$ cat config.mk
export PLATFORM = sky130hd
export DESIGN_NAME = zigbee_chip_spreader
export DESIGN_NICKNAME = d
export VERILOG_FILES = /design/src/rtl/zigbee_chip_spreader.sv
export SDC_FILE = /design/constraint.sdc
export NUM_CORES = 1
export LEC_CHECK = 0
export CAP_MARGIN = 20
export CORE_ASPECT_RATIO = 0.9
export CORE_UTILIZATION = 55
export CTS_BUF_LIST = sky130_fd_sc_hd__clkbuf_4 sky130_fd_sc_hd__clkbuf_8
export DETAILED_ROUTE_END_ITERATION = 8
export PLACE_DENSITY = 0.78
export SETUP_SLACK_MARGIN = 0.15
export SYNTH_ARGS = -nofsm -noshare
export SYNTH_HDL_FRONTEND = slang
export SYNTH_SLANG_ARGS = --single-unit
$ cat constraint.sdc
create_clock -name clk -period 2.9 [get_ports clk]
set_input_delay 0.29 -clock clk [delete_from_list [all_inputs] [get_ports clk]]
set_output_delay 0.29 -clock clk [all_outputs]
set_load 0.01 [all_outputs]
$ cat src/rtl/zigbee_chip_spreader.sv
// ZigBee 2.4 GHz DSSS chip spreader: PPDU bytes -> two 4-bit symbols -> 32-chip PN sequences.
// Optional raw-bit bypass per byte when SPREADER_BYPASS_EN is defined.
module zigbee_chip_spreader (
    input  logic       clk,
    input  logic       reset,
    input  logic [7:0] i_byte,
    input  logic       i_valid,
    output logic       o_byte_ready,
    output logic       o_data,
    output logic       o_empty,
    input  logic       i_ready,
`ifdef SPREADER_BYPASS_EN
    input  logic       i_bypass,
`endif
    output logic       o_busy
);

    typedef enum logic {
        IDLE,
        SEND
    } state_t;

    // Symbol 0 chips with c0 in the MSB, so chip c_i sits at bit (31 - i).
    localparam logic [31:0] SYM0_CHIPS = 32'b11011001110000110101001000101110;

    state_t      state_q,      state_d;
    logic [7:0]  active_q,     active_d;
    logic        nib_q,        nib_d;
    logic [4:0]  chipIdx_q,    chipIdx_d;
    logic [7:0]  holdByte_q,   holdByte_d;
    logic        holdValid_q,  holdValid_d;
    logic        activeByp_q,  activeByp_d;
    logic        holdByp_q,    holdByp_d;

    logic        inByp;
    logic        accept;
    logic [4:0]  lastIdx;
    logic        lastNib;
    logic [3:0]  symbol;
    logic        spreadChip;
    logic        rawChip;
    logic        chip;

`ifdef SPREADER_BYPASS_EN
    assign inByp = i_bypass;
`else
    assign inByp = 1'b0;
`endif

    // Symbols 1..7 are symbol 0 delayed by 4k chips; symbols 8..15 also flip the odd chips.
    function automatic logic romChip(input logic [3:0] sym, input logic [4:0] idx);
        logic [4:0] base;
        base    = idx - {sym[2:0], 2'b00};
        romChip = SYM0_CHIPS[~base] ^ (sym[3] & idx[0]);
    endfunction

    assign accept     = i_valid && !holdValid_q;
    assign lastIdx    = activeByp_q ? 5'd7 : 5'd31;
    assign lastNib    = activeByp_q | nib_q;
    assign symbol     = nib_q ? active_q[7:4] : active_q[3:0];
    assign spreadChip = romChip(symbol, chipIdx_q);
    assign rawChip    = active_q[chipIdx_q[2:0]];
    assign chip       = activeByp_q ? rawChip : spreadChip;

    always_comb begin
        state_d     = state_q;
        active_d    = active_q;
        nib_d       = nib_q;
        chipIdx_d   = chipIdx_q;
        holdByte_d  = holdByte_q;
        holdValid_d = holdValid_q;
        activeByp_d = activeByp_q;
        holdByp_d   = holdByp_q;

        case (state_q)
            IDLE: begin
                if (accept) begin
                    state_d     = SEND;
                    active_d    = i_byte;
                    activeByp_d = inByp;
                    nib_d       = 1'b0;
                    chipIdx_d   = 5'd0;
                end
            end
            SEND: begin
                if (accept) begin
                    holdByte_d  = i_byte;
                    holdByp_d   = inByp;
                    holdValid_d = 1'b1;
                end
                if (i_ready) begin
                    if (chipIdx_q != lastIdx) begin
                        chipIdx_d = chipIdx_q + 5'd1;
                    end else if (!lastNib) begin
                        chipIdx_d = 5'd0;
                        nib_d     = 1'b1;
                    end else begin
                        chipIdx_d = 5'd0;
                        nib_d     = 1'b0;
                        // A byte arriving on the final chip bypasses hold for a gapless stream.
                        if (holdValid_q) begin
                            active_d    = holdByte_q;
                            activeByp_d = holdByp_q;
                            holdValid_d = 1'b0;
                        end else if (accept) begin
                            active_d    = i_byte;
                            activeByp_d = inByp;
                            holdValid_d = 1'b0;
                        end else begin
                            state_d = IDLE;
                        end
                    end
                end
            end
            default: state_d = IDLE;
        endcase
    end

    always_ff @(posedge clk or negedge reset) begin
        if (!reset) begin
            state_q     <= IDLE;
            active_q    <= 8'd0;
            nib_q       <= 1'b0;
            chipIdx_q   <= 5'd0;
            holdByte_q  <= 8'd0;
            holdValid_q <= 1'b0;
            activeByp_q <= 1'b0;
            holdByp_q   <= 1'b0;
        end else begin
            state_q     <= state_d;
            active_q    <= active_d;
            nib_q       <= nib_d;
            chipIdx_q   <= chipIdx_d;
            holdByte_q  <= holdByte_d;
            holdValid_q <= holdValid_d;
            activeByp_q <= activeByp_d;
            holdByp_q   <= holdByp_d;
        end
    end

    assign o_byte_ready = !holdValid_q;
    assign o_empty      = (state_q == IDLE);
    assign o_busy       = (state_q != IDLE);
    assign o_data       = (state_q == SEND) & chip;

endmodule

==> impl_metrics.py, run 1 <==
metrics = {
    "sta": {
        "finalSetupViolCount": 1,
        "fmax_ghz": 0.336,
        "postLayoutSetupSlackWorst_ps": -76.5,
        "fin_worst_skew_ps": 4.83,
        "period_share_pct": 103,
        "worstMarginPinSlew_ps": 622,
        "final-hold-violation-count": 0,
        "relSlewSlack_pct": 58.4,
        "rsz0062_at_grt": "true",
        "drv_slew": 0,
        "period_needed_ps": 2980,
    },
    "synthesis": {
        "synthesis.instances": 127,
        "synth-xor-area-share_pct": 4.31,
        "synth_top_area_share_pct": 44.0,
        "yosys.area_share.simple_pct": 8.98,
        "ys_top_cells_by_area": "dfrtp_1, mux2_2, mux2i_1",
        "syn-mean-instance-area_um2": 11.2,
        "synth_top_family_by_area": "multiplexers",
        "syn-cell-area_um2": 1420,
        "yosys.cell_types.count": 36,
        "yosys.area.top_type": "dfrtp_1",
        "yosysMostFrequentCell": "dfrtp_1",
        "ys_warn_count": 0,
        "synthAdderAreaFrac_pct": 4.05,
        "synthMuxAreaShare_pct": 17.4,
        "synthTopCellsByCount": "dfrtp_1, nand2_1, mux2_2",
        "syn_nets": 143,
        "synth-edff-count": 0,
        "ys.flop_type": "dfrtp_1",
        "synth-seq-area-share_pct": 44.0,
        "synth_compound_area_share_pct": 16.9,
        "ys_ff_latch": 25,
        "async_flop_share_pct": 100,
    },
    "cells_and_area": {
        "antennaDiodeCount": 0,
        "drive_gt1_share_pct": 25.7,
        "nets": 165,
        "nFillCells": 194,
        "finalInstanceArea_um2": 1690,
        "area_growth_pct": 19.1,
        "fin_util_pct": 69.2,
        "fin_cells": 176,
    },
    "setup_path": {
        "critPathRequiredTime_ps": 2610,
        "cp_max_fo": 4,
        "worstSetupEndpointType": "primary output",
        "r2r_cells": 6,
        "arrival_ps": 2690,
        "crit_type": "reg -> out",
        "startpoint_type": "flop",
    },
    "floorplanning": {
        "rows": 17,
        "fp.coreArea_um2": 2450,
        "initial_core_util_pct": 58.1,
        "io_pins": 16,
        "die_height_um": 50.2,
        "die-area_um2": 2790,
        "die_w_um": 55.6,
    },
    "clock_tree": {
        "cts.path.max_buffers": 2,
        "clock_latency_ps": 320,
        "numCtsBuffers": 3,
        "cts.clk_slew.worst_paths_ps": 130,
        "hold_buffers": 0,
        "cts_tree": "yes",
        "post_cts_buffers": 0,
        "cts-root-buf": "clkbuf_4",
        "clkSinkCount": 25,
        "htreeDepth": 1,
    },
    "grt": {
        "grt_max_degree": 26,
        "global_route.overflow_total": 0,
        "antenna_found_initial": 0,
        "grt_pass1_wl_mm": 5.08,
        "first_global_vias": 1062,
        "track_usage_pct": 23.8,
    },
    "detailed_routing": {
        "drc": 0,
        "vias": 1045,
        "ant_nets": 0,
        "route.detailed.wl_per_inst_um": 16.4,
        "dr.pass1.iters": 4,
        "wirelength_mm": 2.89,
        "drt_iter0_drc": 26,
        "detail_route.vias_per_cell": 5.94,
    },
    "pwr": {
        "peakVddDrop_mv": 0.629,
        "p_per_area_nw_per_um2": 964,
        "power.leakage_nw": 0.768,
    },
    "min_path": {
        "hp-class": "in -> async",
    },
    "flow_run": {
        "cap_violations": 0,
    },
    "status": {
        "status": "finished with violations",
        "violations": "setup timing",
    },
    "placed_design": {
        "placed_area_um2": 1640,
        "place_hpwl_mm": 2.10,
        "dp_worst_setup_slack_ps": -151,
        "port_buffers": 15,
        "dp_cells": 172,
        "place_congestion": 0.773,
    },
}
final timing paths:
kind	startpoint	end	slack, ps
min	reset	active_q[5]$_DFFE_PN0P_	310
max	nib_q$_DFFE_PN0P_	o_data	-80
min reg2reg	holdByte_q[2]$_DFFE_PN0P_	holdByte_q[2]$_DFFE_PN0P_	520
min in group clk	holdByte_q[2]$_DFFE_PN0P_	holdByte_q[2]$_DFFE_PN0P_	520
max reg2reg	chipIdx_q[3]$_DFFE_PN0P_	active_q[3]$_DFFE_PN0P_	820
max in group asynchronous	reset	nib_q$_DFFE_PN0P_	2340
per-stage QoR:
stage	hold slack (ps)	power [W]	TNS, ps
floorplan	-5.59	0.00117	0
global placement	489	0.00141	-58.4
detailed placement	495	0.00145	-151
CTS	318	0.00164	-91.5
global route	338	0.00175	-220
finish	310	0.00163	-76.5
registers in the layout, indices dropped and copies added, names as in the netlist:
signal,flops
holdValid_q,1
o_busy,1
activeByp_q,1
holdByte_q,8
active_q,8
chipIdx_q,5
nib_q,1
timing repair:
action / 4_1_cts / 5_1_grt
pin swaps: 2 / 1
gates resized for setup: 11 / 0
endpoints found under the setup margin: 1 / 1
per-layer routing:
| layer | wire, um | global-route usage (%) | vias up |
|---|---|---|---|
| li1 | - | - | 505 |
| met1 | 1350 | 31.8 | 519 |
| met2 | 1410 | 39.2 | 17 |
| met3 | 98 | 5.93 | 4 |
| met4 | 29 | 5.83 | 0 |
| met5 | 0 | 0 | - |
worst max-delay path: stages (launching register included):
cell	delay, ps
dfrtp_1	410
mux2_4	320
ha_4	160
inv_2	40
fa_2	470
mux2_4	320
mux2i_1	140
mux2i_1	100
xnor2_1	130
o21a_1	160
buf_2	130
cell usage in the layout, fill, tap and decap left out, types with 2 or more instances in the layout:
cell	count
dfrtp_1	25
clkdlybuf4s50_1	14
nand2_1	12
buf_4	10
mux2i_1	9
o22ai_1	8
mux2_2	8
a2bb2oi_1	7
inv_1	5
o21ai_0	5
xnor2_1	4
xor2_1	3
clkbuf_4	3
mux2_4	2
nor3_1	2
mux4_2	2
a21oi_1	2
nand3_1	2
nand4_1	2
ha_1	2
power breakdown:
part           total [W]  switching (W)  internal [W]
clock           0.000156       0.000104     0.0000517
sequential      0.000569       0.000119      0.000450
combinational   0.000908       0.000390      0.000518
layout make-up:
type | instances | area, um^2 | area share (%)
clock buffers | 3 | 22.5 | 1.33
clock inverters | 1 | 5.00 | 0.296
inverters | 6 | 22.5 | 1.33
multi-input cells | 88 | 762 | 45.0
flip-flops and latches | 25 | 626 | 37.0
well taps | 28 | 35.0 | 2.07
repair buffers | 25 | 220 | 13.0
logic make-up (layout without fill, tap and decap cells):
logic type,Yosys count,count (layout)
AO/OA/AOI/OAI,31,31
flip-flops,25,25
AND/OR/NAND/NOR,25,25
multiplexers,21,21
buffers and inverters,14,35
XOR/XNOR,7,7
adder cells (fa/ha/maj),4,4
Note: power is estimated with default switching activity, not from simulation.
==> run 2: changes to the inputs <==
- TNS_END_PERCENT: unset -> 5
==> results of run 2 <==
No change in the layout: final DEF, timing and power equal those of run 1.
